### config.mk
export PLATFORM = sky130hd
export DESIGN_NAME = cipher_char_uart_tx
export DESIGN_NICKNAME = d
export VERILOG_FILES = /design/src/rtl/cipher_uart_pkg.sv /design/src/rtl/char_fifo.sv /design/src/rtl/cipher_char_uart_tx.sv
export SDC_FILE = /design/constraint.sdc
export NUM_CORES = 1
export LEC_CHECK = 0
export CAP_MARGIN = 20
export CORE_ASPECT_RATIO = 0.7
export CORE_UTILIZATION = 29
export DETAILED_ROUTE_END_ITERATION = 10
export GPL_TIMING_DRIVEN = 0
export HOLD_SLACK_MARGIN = 0.12
export MAX_ROUTING_LAYER = met4
export PLACE_DENSITY = 0.55
export SLEW_MARGIN = 20
export SYNTH_ARGS = -nofsm -noshare
export SYNTH_HDL_FRONTEND = slang
export SYNTH_SLANG_ARGS = --single-unit
### constraint.sdc
create_clock -name clk -period 4.6 [get_ports clk]
set_clock_uncertainty 0.1 [all_clocks]
set_input_delay 0.92 -clock clk [delete_from_list [all_inputs] [get_ports clk]]
set_output_delay 0.92 -clock clk [all_outputs]
set_load 0.01 [all_outputs]
### src/rtl/cipher_uart_pkg.sv
// Shared types and constants for the cipher character UART transmitter.
package cipher_uart_pkg;
  typedef enum logic [1:0] {IDLE, START, DATA, STOP} tx_state_t;
  localparam int   UART_DATA_BITS  = 8;
  localparam logic UART_IDLE_LEVEL = 1'b1;
endpackage

### src/rtl/char_fifo.sv
// Small synchronous FIFO; full/empty come from a registered occupancy count.
module char_fifo #(
  parameter  int DEPTH = 4,
  parameter  int WIDTH = 8,
  localparam int PW    = $clog2(DEPTH),
  localparam int LW    = PW + 1
) (
  input  logic             clk,
  input  logic             rst,
  input  logic             push,
  input  logic [WIDTH-1:0] wdata,
  input  logic             pop,
  output logic [WIDTH-1:0] rdata,
  output logic [LW-1:0]    level,
  output logic             full,
  output logic             empty,
  output logic             drop
);
  logic [WIDTH-1:0] mem_q [DEPTH];
  logic [WIDTH-1:0] mem_d [DEPTH];
  logic [PW-1:0]    wptr_q, wptr_d, rptr_q, rptr_d;
  logic [LW-1:0]    level_q, level_d;
  logic             do_push, do_pop;

  assign full    = (level_q == LW'(DEPTH));
  assign empty   = (level_q == '0);
  // A push while full is lost even if a pop frees a slot this cycle.
  assign do_push = push && !full;
  assign do_pop  = pop && !empty;
  assign drop    = push && full;
  assign rdata   = mem_q[rptr_q];
  assign level   = level_q;

  always_comb begin
    mem_d   = mem_q;
    wptr_d  = wptr_q;
    rptr_d  = rptr_q;
    level_d = level_q;
    if (do_push) begin
      mem_d[wptr_q] = wdata;
      wptr_d        = wptr_q + PW'(1);
    end
    if (do_pop) rptr_d = rptr_q + PW'(1);
    case ({do_push, do_pop})
      2'b10:   level_d = level_q + LW'(1);
      2'b01:   level_d = level_q - LW'(1);
      default: level_d = level_q;
    endcase
  end

  always_ff @(posedge clk) begin
    if (rst) begin
      wptr_q  <= '0;
      rptr_q  <= '0;
      level_q <= '0;
    end else begin
      wptr_q  <= wptr_d;
      rptr_q  <= rptr_d;
      level_q <= level_d;
    end
    mem_q <= mem_d;
  end
endmodule

### src/rtl/cipher_char_uart_tx.sv
// Buffers encoded cipher characters and serialises them as 8N1 UART frames.
module cipher_char_uart_tx
  import cipher_uart_pkg::*;
#(
  parameter int CLKS_PER_BIT = 4,
  parameter int FIFO_DEPTH   = 4
) (
  input  logic                        clk,
  input  logic                        rst,
  input  logic [7:0]                  encoded_char,
  input  logic                        char_valid,
  input  logic                        clr_ovf,
  output logic                        uart_tx,
  output logic                        busy,
  output logic                        overflow,
  output logic [$clog2(FIFO_DEPTH):0] fifo_level
);
  localparam int             BW        = $clog2(CLKS_PER_BIT);
  localparam logic [BW-1:0]  BAUD_LAST = BW'(CLKS_PER_BIT - 1);
  localparam logic [2:0]     BIT_LAST  = 3'(UART_DATA_BITS - 1);

  tx_state_t   state_q, state_d;
  logic [BW-1:0] baud_q, baud_d;
  logic [2:0]  bit_q, bit_d;
  logic [7:0]  shreg_q, shreg_d;
  logic        tx_q, tx_d;
  logic        ovf_q, ovf_d;

  logic [7:0]  head;
  logic        empty, full, drop, pop;

  assign pop = (state_q == IDLE) && !empty;

  char_fifo #(.DEPTH(FIFO_DEPTH), .WIDTH(8)) u_fifo (
    .clk   (clk),
    .rst   (rst),
    .push  (char_valid),
    .wdata (encoded_char),
    .pop   (pop),
    .rdata (head),
    .level (fifo_level),
    .full  (full),
    .empty (empty),
    .drop  (drop)
  );

  // Line level is a function of the current state, registered one cycle late.
  always_comb begin
    state_d = state_q;
    baud_d  = baud_q;
    bit_d   = bit_q;
    shreg_d = shreg_q;
    tx_d    = UART_IDLE_LEVEL;
    case (state_q)
      IDLE: begin
        if (!empty) begin
          shreg_d = head;
          baud_d  = '0;
          state_d = START;
        end
      end
      START: begin
        tx_d = 1'b0;
        if (baud_q == BAUD_LAST) begin
          baud_d  = '0;
          bit_d   = '0;
          state_d = DATA;
        end else baud_d = baud_q + BW'(1);
      end
      DATA: begin
        tx_d = shreg_q[bit_q];
        if (baud_q == BAUD_LAST) begin
          baud_d = '0;
          if (bit_q == BIT_LAST) state_d = STOP;
          else bit_d = bit_q + 3'd1;
        end else baud_d = baud_q + BW'(1);
      end
      STOP: begin
        if (baud_q == BAUD_LAST) begin
          baud_d  = '0;
          state_d = IDLE;
        end else baud_d = baud_q + BW'(1);
      end
      default: state_d = IDLE;
    endcase
    ovf_d = drop ? 1'b1 : (clr_ovf ? 1'b0 : ovf_q);
  end

  always_ff @(posedge clk) begin
    if (rst) begin
      state_q <= IDLE;
      baud_q  <= '0;
      bit_q   <= '0;
      shreg_q <= '0;
      tx_q    <= UART_IDLE_LEVEL;
      ovf_q   <= 1'b0;
    end else begin
      state_q <= state_d;
      baud_q  <= baud_d;
      bit_q   <= bit_d;
      shreg_q <= shreg_d;
      tx_q    <= tx_d;
      ovf_q   <= ovf_d;
    end
  end

  assign uart_tx  = tx_q;
  assign overflow = ovf_q;
  assign busy     = !empty || (state_q != IDLE);
endmodule

==> results.toml <==
[run_status]
status = "finished, violations left"
violations = "DRC"

[critical_path]
worstSetupPathType = "reg -> out"
critPathCaptureType = "output pin"
path_delay_family = "buffers and inverters"
cp.arrival_ps = 1880
crit_buf_inv = 3
crit_chain = "inv_1 > ha_1 > nor4b_4 > inv_2 > clkdlybuf4s50_1"
cpMaxStageDelayCell = "clkdlybuf4s50_1"
critical_path.max_stage_delay_ps = 490
critPathLaunchType = "flip-flop"
required_ps = 3580
cp_max_fo = 4
cp.depth = 5
reg2regPathDepth = 11

[clocking]
cts_sinks = 56
cts_resized = 0
ctsHoldBuffers = 0
cts_buffer_depth = 2
ctsHtreeMaxLevel = 2
clkTransAtPathRegs_ps = 70
post_cts_buffers = 0
clkLatencyLatePin_ps = 290
cts_made_buffers = 5
root_buffer = "clkbuf_16"
cts_tree = "yes"

[logic_synthesis]
syn_area_per_cell_um2 = 13.3
syn_inst = 181
yosys_warnings = 0
ys_seq_area_frac = 0.597
yosysUniqueCellTypes = 35
synth_nets = 207
synth-seq-cells = 56
netlist_area_um2 = 2410

[power]
p_per_area_nw_per_um2 = 576
max-vdd-ir-drop_uv = 181
p_leak_nw = 1.02

[global_route]
grt_pass1_vias = 1472
grt_use_total = 0.113
overflow = 0
antenna_found_initial = 0
grt_max_degree = 17
grt_pass1_wl_um = 7310

[hold_path]
hold_path_depth = 2
hp-class = "reg -> reg"

[routing]
drtIter0Drc = 41
via_count = 1399
first_pass_iters = 7
drc_errors = 2
postRouteWirelength_um = 4260
avgViaCountPerCell = 4.56
wire_per_inst_um = 13.9
ant_nets = 0

[placement]
portBuffers = 17
hpwl_um = 2990
gp_congestion = 0.699
placed_cell_area_um2 = 2710
place_ws_ps = 1620

[sta]
fmax_mhz = 345
final.setup.tns_ps = 0
period_needed_ps = 2900
worst_pin_slew_ps = 587
slew_viol_final = 0
finalHoldViolations = 0
fin_crit_sh = 0.631
rsz0062_at_grt = "false"
holdWs_ps = 356
relSlewSlack = 0.609
worst_slack_ps = 1700
setup_viol = 0

[die]
die_h_um = 78.3
die_w_um = 111
core-area_um2 = 7970
initial_core_util = 0.303
io_pins = 18
dieArea_um2 = 8700
rows = 27

[layout]
final_area_um2 = 2880
syn2layout_area_growth_pct = 19.1
drive_above_1_share = 0.131
fin_util = 0.361
antenna_cells = 0
final.fill_count = 786
final_nets = 231

[run]
maxCapViolCount = 0
-- power breakdown --
group / switching [mW] / internal (mW)
clock network: 0.170 / 0.256
logic: 0.286 / 0.259
registers: 0.0599 / 0.625
total: 0.516 / 1.14
-- routing by layer --
metal | GRT usage | up-vias | wire [um]
met2 | 0.161 | 20 | 1790
met3 | 0.0301 | 7 | 160
met5 | - | - | 0
met1 | 0.152 | 676 | 2240
met4 | 0.0486 | 0 | 70
li1 | - | 696 | -
-- registers in the layout (all words and copies together), names as in the netlist --
register and cells:
uart_tx 1, u_fifo.mem_q 32, bit_q 3, overflow 1, shreg_q 8, state_q 2
u_fifo.wptr_q 2, u_fifo.level 3, baud_q 2, u_fifo.rptr_q 2
-- kinds of logic (layout without fill, tap and decap cells) --
kind of cell	Yosys count	count (layout)	share of synthesized area
simple gates	46	46	0.0896
buf+inv	20	45	0.0352
fa+ha+maj	14	14	0.0756
flops	56	56	0.597
xor+xnor	5	5	0.0181
mux	14	14	0.105
compound gates	26	26	0.0793
-- synthesized netlist by cell type (all sizes together) --
cell type / n / share of area
clkbuf: 3 / 0.0047
edfxtp: 32 / 0.40
a22o: 2 / 0.0073
ha: 13 / 0.067
a21boi: 1 / 0.0047
o221ai: 1 / 0.0062
nand3b: 1 / 0.0031
o311a: 1 / 0.0047
nor3: 1 / 0.0021
xor2: 3 / 0.011
nor2: 15 / 0.023
and2: 4 / 0.010
a32oi: 1 / 0.0036
nor4b: 1 / 0.0098
o31ai: 1 / 0.0088
inv: 14 / 0.022
xnor2: 2 / 0.0073
mux2i: 4 / 0.017
o211ai: 1 / 0.0031
a21oi: 12 / 0.025
buf: 3 / 0.0088
mux2: 1 / 0.0047
nor4: 1 / 0.0026
or3: 1 / 0.0026
a31oi: 1 / 0.0026
nor2b: 1 / 0.0026
nand3: 1 / 0.0021
fa: 1 / 0.0083
dfxtp: 24 / 0.20
mux4: 9 / 0.084
o21ai: 2 / 0.0041
a22oi: 3 / 0.0093
nand2: 20 / 0.031
-- worst register-to-register path: stages, from the launching register on --
cell,delay [ps]
dfxtp_1,330
inv_1,130
ha_1,230
o31ai_4,150
inv_2,90
buf_6,140
ha_1,190
inv_1,60
fa_1,370
xor2_1,150
or3_1,300
a21oi_1,140
-- per-stage QoR --
stage | std cells | power (mW)
2_1_floorplan | 181 | 1.09
4_1_cts | 307 | 1.68
3_5_place_dp | 299 | 1.25
6_report | 307 | 1.66
3_3_place_gp | 299 | 1.24
5_1_grt | 307 | 1.76
-- final timing paths --
check        slack (ps)               startpoint                      endpoint
max reg2reg        2160  state_q[0]$_SDFFE_PP0P_  u_fifo.level[2]$_SDFFE_PP0P_
min                 360   baud_q[1]$_SDFFE_PP0P_        baud_q[1]$_SDFFE_PP0P_
min reg2reg         360   baud_q[1]$_SDFFE_PP0P_        baud_q[1]$_SDFFE_PP0P_
max                1700  state_q[0]$_SDFFE_PP0P_                          busy
-- cells in the final DEF, fill, tap and decap left out, types with 4 or more instances in the layout --
cell type | synthesis | routed
a21oi_1 | 12 | 12
and2_1 | 4 | 4
clkbuf_1 | 3 | 4
clkbuf_16 | 0 | 5
clkdlybuf4s50_1 | 0 | 17
dfxtp_1 | 24 | 24
edfxtp_1 | 32 | 32
ha_1 | 13 | 13
inv_1 | 12 | 12
mux2i_1 | 4 | 4
mux4_2 | 9 | 9
nand2_1 | 20 | 20
nor2_1 | 15 | 15
-- cell type report --
type                    count  area [um2]  area share
plain buffers               6        32.5      0.0113
clock buffers               6         129      0.0448
clock inverters             2        35.0      0.0122
inverters                  14        52.6      0.0183
multi-input cells         105         888       0.309
flip-flops and latches     56        1440       0.501
well taps                 101         126      0.0440
repair buffers             17         170      0.0592
Note: power is estimated with default switching activity, not from simulation.
